==> src/rtl/decode_issue_unit.sv <==
`default_nettype none
// ============================================================================
//  Module   : decode_issue_unit
//  Desc     : RV32I decode/issue stage. Queues fetched instructions, decodes
//             the head, resolves operands against regfile/ROB, allocates a
//             ROB tag and issues one instruction per cycle to RS/LSB/ROB.
//  Revision : 1.0 - initial release
// ============================================================================
module decode_issue_unit #(
    parameter int ROB_W = 4,
    parameter int DEPTH = 4,
    parameter int OP_W  = 6
) (
    input  logic             clk,
    input  logic             rst,
    input  logic             rdy,
    input  logic             flush,
    input  logic             if_valid,
    input  logic [31:0]      if_instr,
    input  logic [31:0]      if_pc,
    output logic             if_ready,
    output logic [4:0]       reg_rs1_idx,
    output logic [4:0]       reg_rs2_idx,
    input  logic [31:0]      reg_rs1_val,
    input  logic [31:0]      reg_rs2_val,
    input  logic             reg_rs1_busy,
    input  logic             reg_rs2_busy,
    input  logic [ROB_W-1:0] reg_rs1_tag,
    input  logic [ROB_W-1:0] reg_rs2_tag,
    output logic [ROB_W-1:0] rob_q1_tag,
    output logic [ROB_W-1:0] rob_q2_tag,
    input  logic             rob_q1_ready,
    input  logic             rob_q2_ready,
    input  logic [31:0]      rob_q1_val,
    input  logic [31:0]      rob_q2_val,
    input  logic             rob_free_valid,
    input  logic [ROB_W-1:0] rob_free_tag,
    output logic             rename_we,
    output logic [4:0]       rename_rd,
    output logic [ROB_W-1:0] rename_tag,
    output logic             rs_valid,
    output logic             lsb_valid,
    output logic             rob_valid,
    input  logic             rs_ready,
    input  logic             lsb_ready,
    output logic [OP_W-1:0]  iss_op,
    output logic [31:0]      iss_pc,
    output logic [31:0]      iss_imm,
    output logic [31:0]      iss_v1,
    output logic [31:0]      iss_v2,
    output logic             iss_q1v,
    output logic             iss_q2v,
    output logic [ROB_W-1:0] iss_q1,
    output logic [ROB_W-1:0] iss_q2,
    output logic [ROB_W-1:0] iss_tag,
    output logic [4:0]       iss_rd,
    output logic             iss_illegal
);

    localparam int              c_ptr_w = $clog2(DEPTH);
    localparam logic [c_ptr_w:0] c_full = (c_ptr_w + 1)'(DEPTH);

    // RV32I major opcodes
    localparam logic [6:0] c_opc_lui    = 7'b0110111;
    localparam logic [6:0] c_opc_auipc  = 7'b0010111;
    localparam logic [6:0] c_opc_jal    = 7'b1101111;
    localparam logic [6:0] c_opc_jalr   = 7'b1100111;
    localparam logic [6:0] c_opc_branch = 7'b1100011;
    localparam logic [6:0] c_opc_load   = 7'b0000011;
    localparam logic [6:0] c_opc_store  = 7'b0100011;
    localparam logic [6:0] c_opc_opimm  = 7'b0010011;
    localparam logic [6:0] c_opc_op     = 7'b0110011;

    // Internal op encodings
    localparam logic [OP_W-1:0] c_op_nop   = OP_W'(0);
    localparam logic [OP_W-1:0] c_op_lui   = OP_W'(1);
    localparam logic [OP_W-1:0] c_op_auipc = OP_W'(2);
    localparam logic [OP_W-1:0] c_op_jal   = OP_W'(3);
    localparam logic [OP_W-1:0] c_op_jalr  = OP_W'(4);
    localparam logic [OP_W-1:0] c_op_beq   = OP_W'(5);
    localparam logic [OP_W-1:0] c_op_bne   = OP_W'(6);
    localparam logic [OP_W-1:0] c_op_blt   = OP_W'(7);
    localparam logic [OP_W-1:0] c_op_bge   = OP_W'(8);
    localparam logic [OP_W-1:0] c_op_bltu  = OP_W'(9);
    localparam logic [OP_W-1:0] c_op_bgeu  = OP_W'(10);
    localparam logic [OP_W-1:0] c_op_lb    = OP_W'(11);
    localparam logic [OP_W-1:0] c_op_lh    = OP_W'(12);
    localparam logic [OP_W-1:0] c_op_lw    = OP_W'(13);
    localparam logic [OP_W-1:0] c_op_lbu   = OP_W'(14);
    localparam logic [OP_W-1:0] c_op_lhu   = OP_W'(15);
    localparam logic [OP_W-1:0] c_op_sb    = OP_W'(16);
    localparam logic [OP_W-1:0] c_op_sh    = OP_W'(17);
    localparam logic [OP_W-1:0] c_op_sw    = OP_W'(18);
    localparam logic [OP_W-1:0] c_op_addi  = OP_W'(19);
    localparam logic [OP_W-1:0] c_op_slti  = OP_W'(20);
    localparam logic [OP_W-1:0] c_op_sltiu = OP_W'(21);
    localparam logic [OP_W-1:0] c_op_xori  = OP_W'(22);
    localparam logic [OP_W-1:0] c_op_ori   = OP_W'(23);
    localparam logic [OP_W-1:0] c_op_andi  = OP_W'(24);
    localparam logic [OP_W-1:0] c_op_slli  = OP_W'(25);
    localparam logic [OP_W-1:0] c_op_srli  = OP_W'(26);
    localparam logic [OP_W-1:0] c_op_srai  = OP_W'(27);
    localparam logic [OP_W-1:0] c_op_add   = OP_W'(28);
    localparam logic [OP_W-1:0] c_op_sub   = OP_W'(29);
    localparam logic [OP_W-1:0] c_op_sll   = OP_W'(30);
    localparam logic [OP_W-1:0] c_op_slt   = OP_W'(31);
    localparam logic [OP_W-1:0] c_op_sltu  = OP_W'(32);
    localparam logic [OP_W-1:0] c_op_xor   = OP_W'(33);
    localparam logic [OP_W-1:0] c_op_srl   = OP_W'(34);
    localparam logic [OP_W-1:0] c_op_sra   = OP_W'(35);
    localparam logic [OP_W-1:0] c_op_or    = OP_W'(36);
    localparam logic [OP_W-1:0] c_op_and   = OP_W'(37);

    // Instruction queue storage and control
    logic [31:0]        r_q_instr [DEPTH];
    logic [31:0]        r_q_pc    [DEPTH];
    logic [c_ptr_w-1:0] r_head;
    logic [c_ptr_w-1:0] r_tail;
    logic [c_ptr_w:0]   r_count;

    // Issue registers
    logic               r_rs_valid, r_lsb_valid, r_rob_valid;
    logic [OP_W-1:0]    r_op;
    logic [31:0]        r_pc, r_imm, r_v1, r_v2;
    logic               r_q1v, r_q2v, r_illegal;
    logic [ROB_W-1:0]   r_q1, r_q2, r_tag;
    logic [4:0]         r_rd;

    // Head decode
    logic [31:0]        w_ins;
    logic [31:0]        w_pc;
    logic [2:0]         w_f3;
    logic [6:0]         w_f7;
    logic [31:0]        w_imm_i, w_imm_s, w_imm_b, w_imm_u, w_imm_j;
    logic [OP_W-1:0]    w_op;
    logic [31:0]        w_imm;
    logic               w_illegal, w_use1, w_use2, w_wr, w_is_ls;
    logic [4:0]         w_rd;

    // Operand resolution, handshake
    logic [4:0]         w_rs1_idx, w_rs2_idx;
    logic [31:0]        w_v1, w_v2;
    logic               w_q1v, w_q2v;
    logic [ROB_W-1:0]   w_q1, w_q2;
    logic               w_unit_ready, w_fire, w_enq;

    assign w_ins   = r_q_instr[r_head];
    assign w_pc    = r_q_pc[r_head];
    assign w_f3    = w_ins[14:12];
    assign w_f7    = w_ins[31:25];
    assign w_imm_i = {{20{w_ins[31]}}, w_ins[31:20]};
    assign w_imm_s = {{20{w_ins[31]}}, w_ins[31:25], w_ins[11:7]};
    assign w_imm_b = {{19{w_ins[31]}}, w_ins[31], w_ins[7], w_ins[30:25], w_ins[11:8], 1'b0};
    assign w_imm_u = {w_ins[31:12], 12'b0};
    assign w_imm_j = {{11{w_ins[31]}}, w_ins[31], w_ins[19:12], w_ins[20], w_ins[30:21], 1'b0};

    // Decode the queue head into op, immediate, source usage and target unit
    always_comb begin
        w_op      = c_op_nop;
        w_imm     = 32'd0;
        w_illegal = 1'b0;
        w_use1    = 1'b0;
        w_use2    = 1'b0;
        w_wr      = 1'b0;
        w_is_ls   = 1'b0;
        case (w_ins[6:0])
            c_opc_lui:   begin w_op = c_op_lui;   w_imm = w_imm_u; w_wr = 1'b1; end
            c_opc_auipc: begin w_op = c_op_auipc; w_imm = w_imm_u; w_wr = 1'b1; end
            c_opc_jal:   begin w_op = c_op_jal;   w_imm = w_imm_j; w_wr = 1'b1; end
            c_opc_jalr: begin
                w_op = c_op_jalr; w_imm = w_imm_i; w_use1 = 1'b1; w_wr = 1'b1;
                w_illegal = (w_f3 != 3'd0);
            end
            c_opc_branch: begin
                w_imm = w_imm_b; w_use1 = 1'b1; w_use2 = 1'b1;
                case (w_f3)
                    3'd0:    w_op = c_op_beq;
                    3'd1:    w_op = c_op_bne;
                    3'd4:    w_op = c_op_blt;
                    3'd5:    w_op = c_op_bge;
                    3'd6:    w_op = c_op_bltu;
                    3'd7:    w_op = c_op_bgeu;
                    default: w_illegal = 1'b1;
                endcase
            end
            c_opc_load: begin
                w_imm = w_imm_i; w_use1 = 1'b1; w_wr = 1'b1; w_is_ls = 1'b1;
                case (w_f3)
                    3'd0:    w_op = c_op_lb;
                    3'd1:    w_op = c_op_lh;
                    3'd2:    w_op = c_op_lw;
                    3'd4:    w_op = c_op_lbu;
                    3'd5:    w_op = c_op_lhu;
                    default: w_illegal = 1'b1;
                endcase
            end
            c_opc_store: begin
                w_imm = w_imm_s; w_use1 = 1'b1; w_use2 = 1'b1; w_is_ls = 1'b1;
                case (w_f3)
                    3'd0:    w_op = c_op_sb;
                    3'd1:    w_op = c_op_sh;
                    3'd2:    w_op = c_op_sw;
                    default: w_illegal = 1'b1;
                endcase
            end
            c_opc_opimm: begin
                w_imm = w_imm_i; w_use1 = 1'b1; w_wr = 1'b1;
                case (w_f3)
                    3'd0: w_op = c_op_addi;
                    3'd2: w_op = c_op_slti;
                    3'd3: w_op = c_op_sltiu;
                    3'd4: w_op = c_op_xori;
                    3'd6: w_op = c_op_ori;
                    3'd7: w_op = c_op_andi;
                    3'd1: begin
                        w_op = c_op_slli;
                        w_illegal = (w_f7 != 7'b0000000);
                    end
                    default: begin
                        // funct3=101: bit 30 of funct7 picks arithmetic shift
                        w_op = w_f7[5] ? c_op_srai : c_op_srli;
                        w_illegal = ({w_f7[6], w_f7[4:0]} != 6'd0);
                    end
                endcase
            end
            c_opc_op: begin
                w_use1 = 1'b1; w_use2 = 1'b1; w_wr = 1'b1;
                if (w_f7 == 7'b0000000) begin
                    case (w_f3)
                        3'd0:    w_op = c_op_add;
                        3'd1:    w_op = c_op_sll;
                        3'd2:    w_op = c_op_slt;
                        3'd3:    w_op = c_op_sltu;
                        3'd4:    w_op = c_op_xor;
                        3'd5:    w_op = c_op_srl;
                        3'd6:    w_op = c_op_or;
                        default: w_op = c_op_and;
                    endcase
                end else if (w_f7 == 7'b0100000 && w_f3 == 3'd0) begin
                    w_op = c_op_sub;
                end else if (w_f7 == 7'b0100000 && w_f3 == 3'd5) begin
                    w_op = c_op_sra;
                end else begin
                    w_illegal = 1'b1;
                end
            end
            default: w_illegal = 1'b1;
        endcase
        // An illegal word carries nothing but its PC to the ROB
        if (w_illegal) begin
            w_op    = c_op_nop;
            w_imm   = 32'd0;
            w_use1  = 1'b0;
            w_use2  = 1'b0;
            w_wr    = 1'b0;
            w_is_ls = 1'b0;
        end
    end

    assign w_rd      = w_wr ? w_ins[11:7] : 5'd0;
    assign w_rs1_idx = w_use1 ? w_ins[19:15] : 5'd0;
    assign w_rs2_idx = w_use2 ? w_ins[24:20] : 5'd0;

    // Resolve each source: x0/unused, regfile, ROB forward, or wait on tag
    always_comb begin
        w_v1 = 32'd0; w_q1v = 1'b0; w_q1 = '0;
        w_v2 = 32'd0; w_q2v = 1'b0; w_q2 = '0;
        if (w_rs1_idx != 5'd0) begin
            if (!reg_rs1_busy)     w_v1 = reg_rs1_val;
            else if (rob_q1_ready) w_v1 = rob_q1_val;
            else begin w_q1v = 1'b1; w_q1 = reg_rs1_tag; end
        end
        if (w_rs2_idx != 5'd0) begin
            if (!reg_rs2_busy)     w_v2 = reg_rs2_val;
            else if (rob_q2_ready) w_v2 = rob_q2_val;
            else begin w_q2v = 1'b1; w_q2 = reg_rs2_tag; end
        end
    end

    // Illegal words bypass RS/LSB, so only the ROB slot gates them
    assign w_unit_ready = w_illegal | (w_is_ls ? lsb_ready : rs_ready);
    assign w_fire = rdy & ~flush & (r_count != '0) & rob_free_valid & w_unit_ready;
    assign w_enq  = rdy & ~flush & if_valid & if_ready;

    assign if_ready    = (r_count != c_full);
    assign reg_rs1_idx = w_rs1_idx;
    assign reg_rs2_idx = w_rs2_idx;
    assign rob_q1_tag  = reg_rs1_tag;
    assign rob_q2_tag  = reg_rs2_tag;
    assign rename_we   = w_fire & (w_rd != 5'd0);
    assign rename_rd   = w_rd;
    assign rename_tag  = rob_free_tag;

    // Queue payload write; contents need no reset since count gates use
    always_ff @(posedge clk) begin
        if (w_enq) begin
            r_q_instr[r_tail] <= if_instr;
            r_q_pc[r_tail]    <= if_pc;
        end
    end

    // Queue pointers and occupancy; flush empties the queue
    always_ff @(posedge clk or negedge rst) begin
        if (!rst) begin
            r_head  <= '0;
            r_tail  <= '0;
            r_count <= '0;
        end else if (rdy) begin
            if (flush) begin
                r_head  <= '0;
                r_tail  <= '0;
                r_count <= '0;
            end else begin
                if (w_enq)  r_tail <= r_tail + 1'b1;
                if (w_fire) r_head <= r_head + 1'b1;
                if (w_enq && !w_fire)      r_count <= r_count + 1'b1;
                else if (!w_enq && w_fire) r_count <= r_count - 1'b1;
            end
        end
    end

    // Issue registers: single-cycle valid pulses, payload captured on fire
    always_ff @(posedge clk or negedge rst) begin
        if (!rst) begin
            r_rs_valid  <= 1'b0;
            r_lsb_valid <= 1'b0;
            r_rob_valid <= 1'b0;
            r_op        <= c_op_nop;
            r_pc        <= 32'd0;
            r_imm       <= 32'd0;
            r_v1        <= 32'd0;
            r_v2        <= 32'd0;
            r_q1v       <= 1'b0;
            r_q2v       <= 1'b0;
            r_q1        <= '0;
            r_q2        <= '0;
            r_tag       <= '0;
            r_rd        <= 5'd0;
            r_illegal   <= 1'b0;
        end else if (rdy) begin
            r_rob_valid <= w_fire;
            r_rs_valid  <= w_fire & ~w_illegal & ~w_is_ls;
            r_lsb_valid <= w_fire & ~w_illegal & w_is_ls;
            if (w_fire) begin
                r_op      <= w_op;
                r_pc      <= w_pc;
                r_imm     <= w_imm;
                r_v1      <= w_v1;
                r_v2      <= w_v2;
                r_q1v     <= w_q1v;
                r_q2v     <= w_q2v;
                r_q1      <= w_q1;
                r_q2      <= w_q2;
                r_tag     <= rob_free_tag;
                r_rd      <= w_rd;
                r_illegal <= w_illegal;
            end
        end
    end

    assign rs_valid    = r_rs_valid;
    assign lsb_valid   = r_lsb_valid;
    assign rob_valid   = r_rob_valid;
    assign iss_op      = r_op;
    assign iss_pc      = r_pc;
    assign iss_imm     = r_imm;
    assign iss_v1      = r_v1;
    assign iss_v2      = r_v2;
    assign iss_q1v     = r_q1v;
    assign iss_q2v     = r_q2v;
    assign iss_q1      = r_q1;
    assign iss_q2      = r_q2;
    assign iss_tag     = r_tag;
    assign iss_rd      = r_rd;
    assign iss_illegal = r_illegal;

endmodule
`default_nettype wire

==> config.mk <==
export PLATFORM = sky130hd
export DESIGN_NAME = decode_issue_unit
export DESIGN_NICKNAME = d
export VERILOG_FILES = /design/src/rtl/decode_issue_unit.sv
export SDC_FILE = /design/constraint.sdc
export NUM_CORES = 1
export LEC_CHECK = 0
export CAP_MARGIN = 20
export CORE_ASPECT_RATIO = 0.6
export CORE_MARGIN = 1
export CORE_UTILIZATION = 50
export DETAILED_ROUTE_END_ITERATION = 10
export GPL_TIMING_DRIVEN = 0
export PLACE_DENSITY = 0.8
export SLEW_MARGIN = 20
export SYNTH_ARGS = -nofsm -noshare
export SYNTH_HDL_FRONTEND = slang
export SYNTH_SLANG_ARGS = --single-unit
==> constraint.sdc <==
create_clock -name clk -period 9.5 [get_ports clk]
set_input_delay 1.9 -clock clk [delete_from_list [all_inputs] [get_ports clk]]
set_output_delay 1.9 -clock clk [all_outputs]
set_load 0.02 [all_outputs]
# Word level (Yosys, flattened, before mapping)
# Memory sizes are Yosys's and may differ from the RTL's. A register that Yosys moved wholly into a read port is not among the register bits.
# Index checks and enable logic that the tools add are counted.
[op_classes] add_sub_neg=4 n_eq_ne=18 n_mux=60 n_bitwise=14 reduce_logical=34
[op_table] operator="two-way mux 32 bit" count=7
[op_table] operator="case mux 32 bit (5 select lines)" count=1
[op_table] operator="case mux 6 bit (9 select lines)" count=1
[op_table] operator="case mux 6 bit (7 select lines)" count=1
[op_table] operator="equality test 7 x 6 -> 1 bit, second input constant" count=4
[op_table] operator="case mux 4 bit (7 select lines)" count=1
[op_table] operator="two-way mux 1 bit" count=24
[op_table] operator="two-way mux 4 bit" count=6
[op_table] operator="two-way mux 6 bit" count=4
[op_table] operator="case mux 4 bit (6 select lines)" count=1
[op_table] operator="equality test 7 bit, second input constant" count=3
[op_table] operator="case mux 4 bit (5 select lines)" count=1
[op_table] operator="OR reduction 6 bit" count=3
[op_table] operator="two-way mux 5 bit" count=3
[op_table] operator="case mux 5 bit (3 select lines)" count=1
[op_table] operator="nonzero test 5 bit" count=3
[op_table] operator="equality test 7 x 5 -> 1 bit, second input constant" count=2
[op_table] operator="equality test 3 bit, second input constant" count=4
[op_table] operator="OR reduction 3 bit" count=4
[op_table] operator="AND 1 bit" count=10
[op_table] operator="two-way mux 3 bit" count=3
[op_table] operator="nonzero test 3 bit" count=3
[op_table] operator="two-way mux 2 bit" count=4
[op_table] operator="AND reduction 2 bit" count=4
[op_table] operator="21 further kinds" count=32
[totals] register_bits=132 mem_bits_rw=256 inputBits=216 out_inout_bits=186 elab_cells=149 n_memories=2
[mem_list] name="r_q_instr" words=4 width=32 read_ports=1 rd_clocked_by_memory_dff=0 wr=1 line_no="115" source="logic [31:0] r_q_instr [DEPTH];"
[mem_list] name="r_q_pc" words=4 width=32 read_ports=1 rd_clocked_by_memory_dff=1 wr=1 line_no="116" source="logic [31:0] r_q_pc [DEPTH];"

# Logic depth before layout (Yosys ltp)
# An unclocked memory read counts as a cell.
[logic_depth] ltp_word=15 mapped_depth=17 mapped_depth_nobuf=11

# Worst setup path after synthesis
# No wires, ideal clock.
[synth_timing] path_kind="input to output" startpoint="in flush" endpoint="out rename_we" t_arrival_ps=3540 required_time_ps=7600 slack_ps=4060 path_stages=5 n_path_buf=2 cell_sequence="nor3_1 o21ai_1 buf_2 buf_2 nor3_1"
[synth_between] elab_chain_cells=6
[synth_lines] item="start, declared" line_no="17" source="input logic flush,"
[synth_lines] item="inverter 1 bit" line_no="282" source="assign w_fire = rdy & ~flush & (r_count != '0) & rob_free_valid & w_unit_ready;"
[synth_lines] item="AND 1 bit (4 in series)" line_no="282"
[synth_lines] item="AND 1 bit" line_no="290" source="assign rename_we = w_fire & (w_rd != 5'd0);"
[synth_lines] item="end, declared" line_no="38" source="output logic rename_we,"
# Every way passes these cells.

# Final worst setup path
[layout_timing] startpoint="reg r_head[1]" endpoint="out rename_rd[0]"
[layout_between] elab_chain_cells=9 word_cells_on_any_way=42 classes_between="eq/ne: 17; mux: 11; reduce/logical: 13; memory: 1"
[layout_lines] item="start, declared" line_no="117" source="logic [c_ptr_w-1:0] r_head;"
[layout_lines] item="start signal, assigned" line_no="315" source="if (w_fire) r_head <= r_head + 1'b1;"
[layout_lines] item="memory read (4 x 32 bit) (*)"
[layout_lines] item="equality test 7 x 6 -> 1 bit or equality test 3 bit (tied branches)"
[layout_lines] item="logical AND 1 bit" line_no="241" source="end else if (w_f7 == 7'b0100000 && w_f3 == 3'd5) begin"
[layout_lines] item="two-way mux 1 bit" line_no="241"
[layout_lines] item="two-way mux 1 bit" line_no="239" source="end else if (w_f7 == 7'b0100000 && w_f3 == 3'd0) begin"
[layout_lines] item="two-way mux 1 bit" line_no="228" source="if (w_f7 == 7'b0000000) begin"
[layout_lines] item="case mux 1 bit (7 select lines)" line_no="166" source="case (w_ins[6:0])"
[layout_lines] item="two-way mux 1 bit" line_no="250" source="if (w_illegal) begin"
[layout_lines] item="two-way mux 5 bit (*)" line_no="260" source="assign w_rd = w_wr ? w_ins[11:7] : 5'd0;"
[layout_lines] item="end, declared" line_no="39" source="output logic [4:0] rename_rd,"
# Mark *: on every way between the ends. The rest lies on a longest branch, timed or not.

==> qor.tcl <==
set qor(status) {finished clean}
set qor(critPathTopFamily) {buffers and inverters}
set qor(tritoncts.num_buffers) 40
set qor(syn2layout_area_growth_pct) 34.86
set qor(clock_sink_count) 420
set qor(cts_post_setup_buffers_inserted) 0
set qor(grt_pass1_wl_um) 76970
set qor(hold-path-cell-count) 2
set qor(vdd.ir_drop.worst_mv) 0.1187
set qor(final-max-slew-violation-count) 0
set qor(routabilityCongestion) 0.9472
set qor(route.detailed.wl_per_inst_um) 23.49
set qor(synth_top_flop_cell) {edfxtp_1}
set qor(finalClockSkew_ns) 0.02295
set qor(end_point_of_the_worst_hold_path) {iss_pc[20]}
set qor(postSynthAreaPerCell_um2) 13.73
set qor(first_global_vias) 12320
set qor(postCtsHoldBufs) 0
set qor(ys_seq_area_frac) 0.6778
set qor(finish.net_count) 1936
set qor(synth_cell_type_count) 72
set qor(worstSetupPathType) {flip-flop to output pin}
set qor(grt_max_degree) 91
set qor(grt_overflow) 0
set qor(cts_buffer_depth) 3
set qor(finish.cell_count_without_fillers) 2212
set qor(worst_r2r_path_depth) 17
set qor(drive_gt1_frac) 0.1116
set qor(clk-insertion-delay-late_ns) 0.54
set qor(critical-path-max-stage-delay_ns) 0.82
set qor(top_area_cells_in_the_synthesized_netlist) {edfxtp_1, dfrtp_1, mux4_2}
set qor(worst_ep_arrival_time_ns) 5.16
set qor(dr.pass1.iters) 7
set qor(crit_fanout) 10
set qor(p_leak_nw) 8.589
set qor(via_per_inst) 5.660
set qor(detail-route-antenna-nets) 0
set qor(floorplan.die.height_um) 146.5
set qor(worstSetupEndpointType) {output pin}
set qor(root_buffer) {clkbuf_16}
set qor(drt_iter0_markers) 1086
set qor(timing.slew.headroom) 0.3329
set qor(tritoncts) {done}
set qor(post-route-cell-area_um2) 23460
set qor(path_clk_slew_ns) 0.07
set qor(cellPowerDensity_nw_per_um2) 213.1
set qor(worst_path_most_repeated_cell) {buf_2}
set qor(ctsResizeCount) 0
set qor(final_min_period_ns) 7.065
set qor(worstHoldPathType) {flip-flop to flip-flop}
set qor(floorplan.core_area_um2) 33960
set qor(postSynthCellCount) 1267
set qor(synth_seq_cells) 420
set qor(crit-reg2reg-capture) {r_count[2]}
set qor(cp_slowest_cell) {o31ai_1}
set qor(critical_path.startpoint_type) {flip-flop}
set qor(floorplan.die_area_um2) 35570
set qor(rsz0062_at_grt) {false}
set qor(synth.largest_area_cell) {edfxtp_1}
set qor(synthArstFlopShare) 0.3905
set qor(timing.final.setup_violations) 0
set qor(buffers_added_on_ports) 401
set qor(top_level_ports) 402
set qor(synthDominantCellAreaShare) 0.4419
set qor(yosysWarningCount) 0
set qor(placement_rows) 52
set qor(synth_enable_flop_cells) 256
set qor(grt_usage) 0.2910
set qor(worst_slew_pin_slew_ns) 0.9930
set qor(crit_path_cell_chain) {buf_2 -> buf_2 -> mux4_2 -> buf_2 -> clkbuf_1 -> and4bb_2 -> or2_2 -> clkbuf_1 -> o31ai_1 -> nor2b_1 -> clkdlybuf4s50_1}
set qor(crit-reg2reg-launch) {r_head[1]}
set qor(critPathRequiredTime_ns) 7.60
set qor(postRouteWirelength_um) 51960
set qor(mappedNetlistNets) 1488
set qor(critical_path.n_buffers_inverters) 6
set qor(starting_density) 0.5122
set qor(ff2ff_setup_slack_ns) 4.68
set qor(fin_crit_sh) 0.7437
set qor(grt_antenna_before_repair) 8
set qor(drv_cap) 0
set qor(post_synth_instance_area_um2) 17400
set qor(detailed_route_drc_error_count) 0
set qor(post_dp_cell_area_um2) 22130
set qor(holdWs_ns) 0.4709
set qor(cts_htree_levels) 2
set qor(detailroute.via_count) 12520
set qor(numPlacedInstances) 2132
set qor(hpwlAfterDp_um) 37580
set qor(max_freq_mhz) 141.5
set qor(die_w_um) 242.8
set qor(hold_violations) 0
set qor(min-delay-start) {iss_pc[20]}
==> state kept, by name, indices dropped and copies added, names as in the netlist <==
| register | cells |
|---|---|
| r_count | 3 |
| iss_q1v | 1 |
| iss_v2 | 32 |
| rob_valid | 1 |
| iss_v1 | 32 |
| lsb_valid | 1 |
| iss_q2 | 4 |
| iss_imm | 32 |
| iss_tag | 4 |
| iss_pc | 32 |
| rs_valid | 1 |
| r_head | 2 |
| iss_rd | 5 |
| iss_q1 | 4 |
| iss_illegal | 1 |
| r_tail | 2 |
| r_q_instr | 128 |
| iss_q2v | 1 |
| r_q_pc | 128 |
| iss_op | 6 |
==> cells in the final DEF (no fill, tap or decap), drive strengths merged, types with 5 or more instances in the layout <==
master / Yosys / final
nor2b: 77 / 77
or2: 7 / 7
o22ai: 5 / 5
a21oi: 94 / 94
edfxtp: 256 / 256
clkdlybuf4s50: 0 / 400
inv: 13 / 15
diode: 0 / 6
mux2: 7 / 7
o21ai: 101 / 101
buf: 42 / 48
clkinv: 0 / 11
o21a: 5 / 5
mux4: 63 / 63
nor2: 32 / 32
dfrtp: 164 / 164
nand3: 9 / 9
nor3: 8 / 8
a22o: 14 / 14
clkbuf: 44 / 100
nand2b: 7 / 7
and2: 14 / 14
nand2: 220 / 220
o31ai: 10 / 10
==> worst max path at each step <==
stage / slack [ns] / from / endpoint / cells past startpoint
4_1_cts: 2.55 / r_head[1] / rename_rd[4] / 11
2_1_floorplan: 4.06 / flush / rename_we / 5
5_1_grt: 2.29 / r_head[1] / rename_we / 13
3_3_place_gp: -0.61 / rst / iss_tag[1] / 1
6_report: 2.44 / r_head[1] / rename_rd[0] / 11
3_5_place_dp: 2.63 / rdy / rename_we / 8
==> kinds of logic after synthesis <==
| kind of cell | Yosys count | synth area share |
|---|---|---|
| buffers and inverters | 99 | 0.02704 |
| multiplexers | 70 | 0.08674 |
| flip-flops | 420 | 0.6778 |
| AO/OA/AOI/OAI | 271 | 0.09343 |
| XOR/XNOR | 5 | 0.002517 |
| AND/OR/NAND/NOR | 397 | 0.1084 |
| adder cells (fa/ha/maj) | 5 | 0.004028 |
==> per-stage QoR <==
step	setup TNS, ns	utilization	setup WS, ns	total power (W)
after floorplan	0	-	4.060	0.002859
after global placement	-92.99	0.6473	-0.6053	0.003378
after detailed placement	0	0.6516	2.631	0.003411
after CTS	0	0.6903	2.546	0.005016
after global routing	0	0.6905	2.294	0.005183
final	0	0.6908	2.435	0.005000
==> where the power goes <==
part	switching [W]	leakage, nW	total [W]	internal, W
registers	0.0000789	4.53	0.00218	0.00210
clock network	0.000684	0.640	0.00161	0.000926
logic	0.000676	3.42	0.00121	0.000535
==> worst min-delay path: cells and delay by family (launching register included) <==
family / cells / cell delay, ns
AND/OR/NAND/NOR: 2 / 0.10
flip-flops: 1 / 0.34
==> final cells by class <==
type                    instances  area [um2]
inverters                      13       48.80
diodes                          6       15.01
multi-input cells             748        5144
clock inverters                18       173.9
plain buffers                  86       421.7
clock buffers                  56        1142
flip-flops and latches        420       11790
repair buffers                406        4149
well taps                     459       574.3
fillers                      2413       10500
==> synth_stat cells, types with 4 or more instances <==
cell and count:
nand2_1 220, ha_1 4, mux2_2 4, nor3_1 7, clkbuf_1 42, o21a_1 5
nand2b_1 7, o22ai_1 5, a31oi_1 4, a21oi_1 94, a22o_1 14, dfrtp_1 164
buf_2 23, buf_4 14, or4_1 4, nor2b_1 77, edfxtp_1 256, inv_1 13
a22oi_1 4, mux4_2 63, nand3b_1 4, o211ai_1 4, xnor2_1 4, nand3_1 8
nor2_1 32, o21ai_0 99, o31ai_1 9, a21o_1 4, or2_2 5, and2_1 14
==> metal layers <==
layer,track usage,vias to the layer above,part of all wire
li1,-,5547,-
met1,0.4182,6339,0.42
met2,0.4354,539,0.46
met3,0.08088,91,0.091
met4,0.08585,4,0.029
met5,0,-,0.00050
(Power assumes the default switching activity.)
